===== src/rtl/conv_pkg.sv =====
// rtl/conv_pkg.sv - shared geometry, widths and FSM states for the conv window scheduler
package conv_pkg;

  localparam int IMG_W   = 8;
  localparam int IMG_H   = 8;
  localparam int K       = 3;
  localparam int OUT_W   = IMG_W - K + 1;
  localparam int OUT_H   = IMG_H - K + 1;
  localparam int NUM_WIN = OUT_W * OUT_H;
  localparam int DW_DEF  = 16;
  localparam int AW_DEF  = 6;
  localparam int PW      = 3;

  typedef enum logic [2:0] {
    S_IDLE,
    S_ISSUE,
    S_WAIT,
    S_WRITE,
    S_DONE
  } state_e;

endpackage


===== src/rtl/conv_pos_counter.sv =====
// rtl/conv_pos_counter.sv - raster row/col window counter with a running linear result address
module conv_pos_counter
  import conv_pkg::*;
#(
  parameter int AW = AW_DEF
) (
  input  logic          clk,
  input  logic          reset,
  input  logic          clear_i,
  input  logic          inc_i,
  output logic [PW-1:0] row_o,
  output logic [PW-1:0] col_o,
  output logic [AW-1:0] addr_o,
  output logic          last_o
);

  logic [PW-1:0] row_q, row_d;
  logic [PW-1:0] col_q, col_d;
  logic [AW-1:0] addr_q, addr_d;
  logic          col_last;

  assign col_last = (col_q == PW'(OUT_W - 1));
  assign last_o   = (addr_q == AW'(NUM_WIN - 1));
  assign row_o    = row_q;
  assign col_o    = col_q;
  assign addr_o   = addr_q;

  // The address advances alongside row/col so row*OUT_W+col never needs a multiplier.
  always_comb begin
    row_d  = row_q;
    col_d  = col_q;
    addr_d = addr_q;
    if (clear_i) begin
      row_d  = '0;
      col_d  = '0;
      addr_d = '0;
    end else if (inc_i && !last_o) begin
      addr_d = addr_q + AW'(1);
      if (col_last) begin
        col_d = '0;
        row_d = row_q + PW'(1);
      end else begin
        col_d = col_q + PW'(1);
      end
    end
  end

  always_ff @(posedge clk) begin
    if (reset) begin
      row_q  <= '0;
      col_q  <= '0;
      addr_q <= '0;
    end else begin
      row_q  <= row_d;
      col_q  <= col_d;
      addr_q <= addr_d;
    end
  end

endmodule


===== src/rtl/conv_window_scheduler.sv =====
// rtl/conv_window_scheduler.sv - issues 3x3 window requests in raster order and writes results back
module conv_window_scheduler
  import conv_pkg::*;
#(
  parameter int DW = DW_DEF,
  parameter int AW = AW_DEF
) (
  input  logic          clk,
  input  logic          reset,
  input  logic          in_st,
  input  logic          abort,
  output logic          busy,
  output logic          win_valid,
  input  logic          win_ready,
  output logic [PW-1:0] win_row,
  output logic [PW-1:0] win_col,
  input  logic          res_valid,
  input  logic [DW-1:0] res_data,
  output logic          wr_en,
  output logic [AW-1:0] wr_addr,
  output logic [DW-1:0] wr_data,
  output logic          out_st
);

  state_e        state_q, state_d;
  logic          busy_q, busy_d;
  logic [DW-1:0] data_q, data_d;
  logic          cnt_clear;
  logic          cnt_inc;
  logic          cnt_last;
  logic          aborting;

  conv_pos_counter #(
    .AW (AW)
  ) u_pos (
    .clk     (clk),
    .reset   (reset),
    .clear_i (cnt_clear),
    .inc_i   (cnt_inc),
    .row_o   (win_row),
    .col_o   (win_col),
    .addr_o  (wr_addr),
    .last_o  (cnt_last)
  );

  assign aborting = abort && (state_q != S_IDLE);
  assign busy     = busy_q;
  assign wr_data  = data_q;

  always_comb begin
    state_d   = state_q;
    data_d    = data_q;
    cnt_clear = 1'b0;
    cnt_inc   = 1'b0;
    win_valid = 1'b0;
    wr_en     = 1'b0;
    out_st    = 1'b0;
    case (state_q)
      S_IDLE: begin
        if (in_st) begin
          cnt_clear = 1'b1;
          state_d   = S_ISSUE;
        end
      end
      S_ISSUE: begin
        win_valid = 1'b1;
        if (win_ready) state_d = S_WAIT;
      end
      S_WAIT: begin
        if (res_valid) begin
          data_d  = res_data;
          state_d = S_WRITE;
        end
      end
      S_WRITE: begin
        wr_en = 1'b1;
        if (cnt_last) begin
          state_d = S_DONE;
        end else begin
          cnt_inc = 1'b1;
          state_d = S_ISSUE;
        end
      end
      S_DONE: begin
        out_st  = 1'b1;
        state_d = S_IDLE;
      end
      default: state_d = S_IDLE;
    endcase

    // Abort suppresses every outward strobe in the cycle it is seen, so nothing leaks.
    if (aborting) begin
      state_d   = S_IDLE;
      data_d    = data_q;
      cnt_inc   = 1'b0;
      win_valid = 1'b0;
      wr_en     = 1'b0;
      out_st    = 1'b0;
    end
    busy_d = (state_d != S_IDLE);
  end

  always_ff @(posedge clk) begin
    if (reset) begin
      state_q <= S_IDLE;
      busy_q  <= 1'b0;
      data_q  <= '0;
    end else begin
      state_q <= state_d;
      busy_q  <= busy_d;
      data_q  <= data_d;
    end
  end

endmodule


===== config.mk =====
export PLATFORM = sky130hd
export DESIGN_NAME = conv_window_scheduler
export DESIGN_NICKNAME = d
export VERILOG_FILES = /design/src/rtl/conv_pkg.sv /design/src/rtl/conv_pos_counter.sv /design/src/rtl/conv_window_scheduler.sv
export SDC_FILE = /design/constraint.sdc
export NUM_CORES = 1
export LEC_CHECK = 0
export CAP_MARGIN = 10
export CORE_UTILIZATION = 47
export DETAILED_ROUTE_END_ITERATION = 10
export PLACE_DENSITY = 0.94
export SYNTH_ARGS = -nofsm -noshare
export SYNTH_HDL_FRONTEND = slang
export SYNTH_HIERARCHICAL = 1
export SYNTH_SLANG_ARGS = --single-unit

===== constraint.sdc =====
create_clock -name clk -period 3.57 [get_ports clk]
set_clock_uncertainty 0.2 [all_clocks]
set_input_delay 0.714 -clock clk [delete_from_list [all_inputs] [get_ports clk]]
set_output_delay 0.714 -clock clk [all_outputs]
set_load 0.1 [all_outputs]

Yosys cells after proc, flatten, opt, wreduce, memory -nomap -nowiden
Index checks and enable logic that the tools add are counted.
{"block": "word_totals", "regBits": 32, "latch_bits": 0, "mem_bits_rw": 0, "mem_bits_ro": 0, "out_inout_bits": 32, "word_cells": 43, "mem_count": 0}
{"block": "op_classes", "add_sub_neg": 3, "multipliers": 0, "div": 0, "n_lt_le_gt_ge": 0, "n_eq_ne": 6, "shift": 0, "n_mux": 18, "bitwise_logic": 1, "n_reduce_logical": 9}
{"op": "$mux W3", "n": 6}
{"op": "$pmux W3 S4", "n": 1}
{"op": "$mux W1", "n": 11}
{"op": "$add A3 B1 Y3 const B", "n": 2}
{"op": "$add A6 B1 Y6 const B", "n": 1}
{"op": "$eq A3 B2 Y1 const B", "n": 2}
{"op": "$eq A3 B3 Y1 const B", "n": 2}
{"op": "$eq A6 B6 Y1 const B", "n": 1}
{"op": "$reduce_bool A3 Y1", "n": 2}
{"op": "$eq A3 B1 Y1 const B", "n": 1}
{"op": "$logic_not A3 Y1", "n": 1}
{"op": "$reduce_and A3 Y1", "n": 1}
{"op": "$logic_and A1 B1 Y1", "n": 2}
{"op": "$reduce_and A2 Y1", "n": 1}
{"op": "$reduce_or A2 Y1", "n": 1}
{"op": "$logic_not A1 Y1", "n": 1}
{"op": "$not A1 Y1", "n": 1}

Depth between registers and ports, before layout
{"block": "logic_depth", "word_depth": 6, "depth_mapped": 7, "ltp_nobuf": 7}

Modules after synthesis
Netlist, hierarchy kept.
{"module": "conv_window_scheduler", "instances": 1, "cells_per_inst": 101, "area_each_um2": 872.1, "seq_area_each_um2": 400.4}
{"module": "conv_pos_counter", "instances": 1, "cells_per_inst": 66, "area_each_um2": 601.8, "seq_area_each_um2": 240.2}

Worst setup path before layout
Ideal clock, no wire load.
{"block": "synth_timing", "path_kind": "in2out", "startpoint": "input port abort", "endpoint": "output port out_st", "arrival_ns": 3.865, "setup_slack_ns": -1.209, "stages": 1, "path_buffers": 0, "cell_sequence": "nor4b_1"}
{"block": "synth_via", "elab_chain_len": 2}
{"item": "from (decl)", "line": "conv_window_scheduler.sv:11", "text": "input logic abort,"}
{"item": "$logic_and A1 B1 Y1", "line": "conv_window_scheduler.sv:46", "text": "assign aborting = abort && (state_q != S_IDLE);"}
{"item": "$mux W1", "line": "conv_window_scheduler.sv:92", "text": "if (aborting) begin"}
{"item": "to (decl)", "line": "conv_window_scheduler.sv:22", "text": "output logic out_st"}
Every way passes these cells.

Worst setup path after layout
{"block": "layout_timing", "startpoint": "input port abort", "endpoint": "output port win_valid"}
{"block": "layout_via", "elab_chain_len": 2}
{"item": "$logic_and A1 B1 Y1", "line": "conv_window_scheduler.sv:46"}
{"item": "$mux W1", "line": "conv_window_scheduler.sv:92"}
{"item": "to (decl)", "line": "conv_window_scheduler.sv:13", "text": "output logic win_valid,"}
Every way passes these cells.

==> metrics.csv <==
metric,value,unit
max cap viols,0,
clock buffer depth,2,
FF-to-FF End,u_pos/row_o[2],
largest family of logic cells by synthesized area,simple AND/OR/NAND/NOR gates,
initial antenna violation count,0,
# fillers,227,
Post-synth EDFFs,0,
XOR/XNOR share of the synthesized area,1.188,%
post-DR vias/cell,5.567,
die height,58,um
Root Buffer,clkbuf_4,
RePlAce Congestion,0.8232,
Post-CTS Setup Bufs,0,
FP Rows,19,
compound-gate portion of the synthesized area,15.70,%
Critical Path RT,2.66,ns
combinational share of power,13.0,%
layout cells sized above 1,22.17,%
crit start category,input port,
final wirelength,3.449,mm
Initial Util,51.67,%
WP data arrival,1.89,ns
vias in the first global route,1302,
die width,58,um
"Seq/Total Area, Yosys",43.46,%
cells on worst reg2reg path,7,
"most common cell after layout, fill and taps aside",dfxtp_1,
CTS Hold Buffers Added,0,
Core ar.,2853,um2
Slew Limit Fails,0,
Syn-to-layout area delta,38.28,%
crit path max fanout,6,
Total GRT Usage,21.69,%
Unique masters post-synth,34,
ant diodes,0,
WL per Instance,13.69,um
DRT iter0 DRCs,63,
RSZ-0062 raised after global routing,false,
hold crit path type,reg -> reg,
largest net degree at the start of global routing,22,
Setup Crit Path Kind,in -> out,
DRC,3,
final setup violation count,0,
Internal,0.0004960,W
Final min period,2.809,ns
Worst IR Drop VDD,293.2,uV
Post-layout nets,244,
Max transition margin,35.64,%
Post-Synth Simple-Gate Area,25.30,%
Num CTS Buffers,5,
P_leak,0.7802,nW
Psw,0.0001659,W
Setup TNS,0,ns
FF-to-FF Start,u_pos/addr_o[0],
Adder-Cell Fraction of Synth Area,1.698,%
Seq pwr share,55.1,%
CTS tree,done,
IO Port Bufs,53,
router iterations before antenna repair,7,
cell count after synthesis,167,
Synth Flop Type,dfxtp_1,
Final ANT Viol Nets,0,
dpl hpwl,2.513,mm
H-tree levels,2,
vias,1403,
final period utilization,78.67,%
Net Sw Frac,25.07,%
status,"finished, violations left",
Mapped Avg Cell Area,8.826,um2
synthesis warning total,6,
"Cell Area, Synth",1474,um2
Post-Syn Nets,191,
clk_lat worst skew,0.31,ns
Fin Hold WS,0.2694,ns
Clock transition at path regs,0.09,ns
failing checks,DRC,
"Hold Vio Cnt, Final",0,
Synth Register Bits,32,
FF-to-FF setup slack,1.16,ns
Die ar.,3364,um2
ys async rst share,0,%
first-pass GRT wire length,5.644,mm
post-cts resize count,0,
clk sink count,32,
Clock power frac,31.9,%
Worst-Margin Slew,0.9624,ns
mux contribution to synthesized area,7.216,%
Power per Cell Area,324.8,nW/um2
global route total overflow,0,
critical path launch point,abort,
DP Area,1979,um2
final instance area,2038,um2
maximum clock rate,356.1,MHz
CP Capture Point,win_valid,
final core area utilization,71.45,%
"commonest non-fill, non-tap cells in the layout","dfxtp_1 (32), buf_4 (29), clkdlybuf4s50_1 (24)",
Top-Level Pins,54,
CP endpoint kind,primary output,
critical path, cell delays in order:
cell	delay, ns
clkdlybuf4s50_1	0.54
nor2_1	0.18
nand2_1	0.07
nor2_1	0.18
buf_12	0.20
registers in the layout, indices dropped and copies added (netlist names):
signal and count:
busy 1, state_q 3, u_pos/addr_o 6, wr_data 16, u_pos/row_o 3, u_pos/col_o 3
power groups by stage:
| stage | logic, W | registers [W] | clock network [W] |
|---|---|---|---|
| after floorplan | 0.0000374 | 0.000385 | 0 |
| after global placement | 0.0000854 | 0.000373 | 0 |
| after detailed placement | 0.0000856 | 0.000373 | 0 |
| after CTS | 0.0000862 | 0.000365 | 0.000214 |
| after global routing | 0.0000910 | 0.000365 | 0.000232 |
| final | 0.0000864 | 0.000365 | 0.000211 |
cell usage after synthesis, types with 2 or more instances:
cell / number / share of area (%)
dfxtp_1: 32 / 43
a21oi_1: 20 / 6.8
nand3_1: 19 / 6.5
nand2_1: 15 / 3.8
o21ai_1: 9 / 3.1
mux2i_1: 8 / 5.4
nor2_1: 8 / 2.0
o21ai_0: 8 / 2.7
inv_1: 6 / 1.5
buf_2: 4 / 1.4
clkbuf_1: 4 / 1.0
or3_2: 4 / 2.0
nand3b_1: 3 / 1.5
or3_1: 3 / 1.3
buf_6: 2 / 1.5
ha_1: 2 / 1.7
nand4_1: 2 / 0.85
xor2_1: 2 / 1.2
layout make-up:
| type | count | area, um2 | area share (%) |
|---|---|---|---|
| Inverter | 6 | 22.52 | 1.105 |
| Tap cell | 31 | 38.79 | 1.903 |
| Clock buffer | 8 | 58.81 | 2.885 |
| Timing Repair Buffer | 56 | 518.0 | 25.41 |
| Sequential cell | 32 | 640.6 | 31.43 |
| Multi-Input combinational cell | 119 | 759.5 | 37.26 |
layer usage:
layer / track usage (%) / up-vias / wire [um]
met1: 26.44 / 658 / 1473
li1: - / 705 / -
met3: 4.464 / 2 / 143
met2: 36.62 / 38 / 1797
met5: 0 / - / 0
met4: 10.20 / 0 / 36
per-stage QoR:
step | setup slack (ns) | power (W) | std cells
4_1_cts | 0.7570 | 0.0006651 | 252
3_3_place_gp | 0.7692 | 0.0004580 | 244
2_1_floorplan | 0.2599 | 0.0004219 | 167
6_report | 0.7615 | 0.0006620 | 252
5_1_grt | 0.6864 | 0.0006880 | 252
3_5_place_dp | 0.6160 | 0.0004586 | 244
logic make-up after synthesis:
group           Yosys count
simple gates             64
flops                    32
mux                       9
xor+xnor                  2
fa+ha+maj                 2
buf+inv                  16
compound gates           42
how the worst min path moves through the flow:
stage,start,depth (start not counted),end
detailed placement,wr_data[3],2,wr_data[3]
floorplan,state_q[2],3,state_q[0]
global placement,wr_data[3],2,wr_data[3]
finish,wr_data[3],2,wr_data[3]
global route,wr_data[2],2,wr_data[2]
CTS,wr_data[3],2,wr_data[3]
Note: power is estimated with default switching activity, not from simulation.
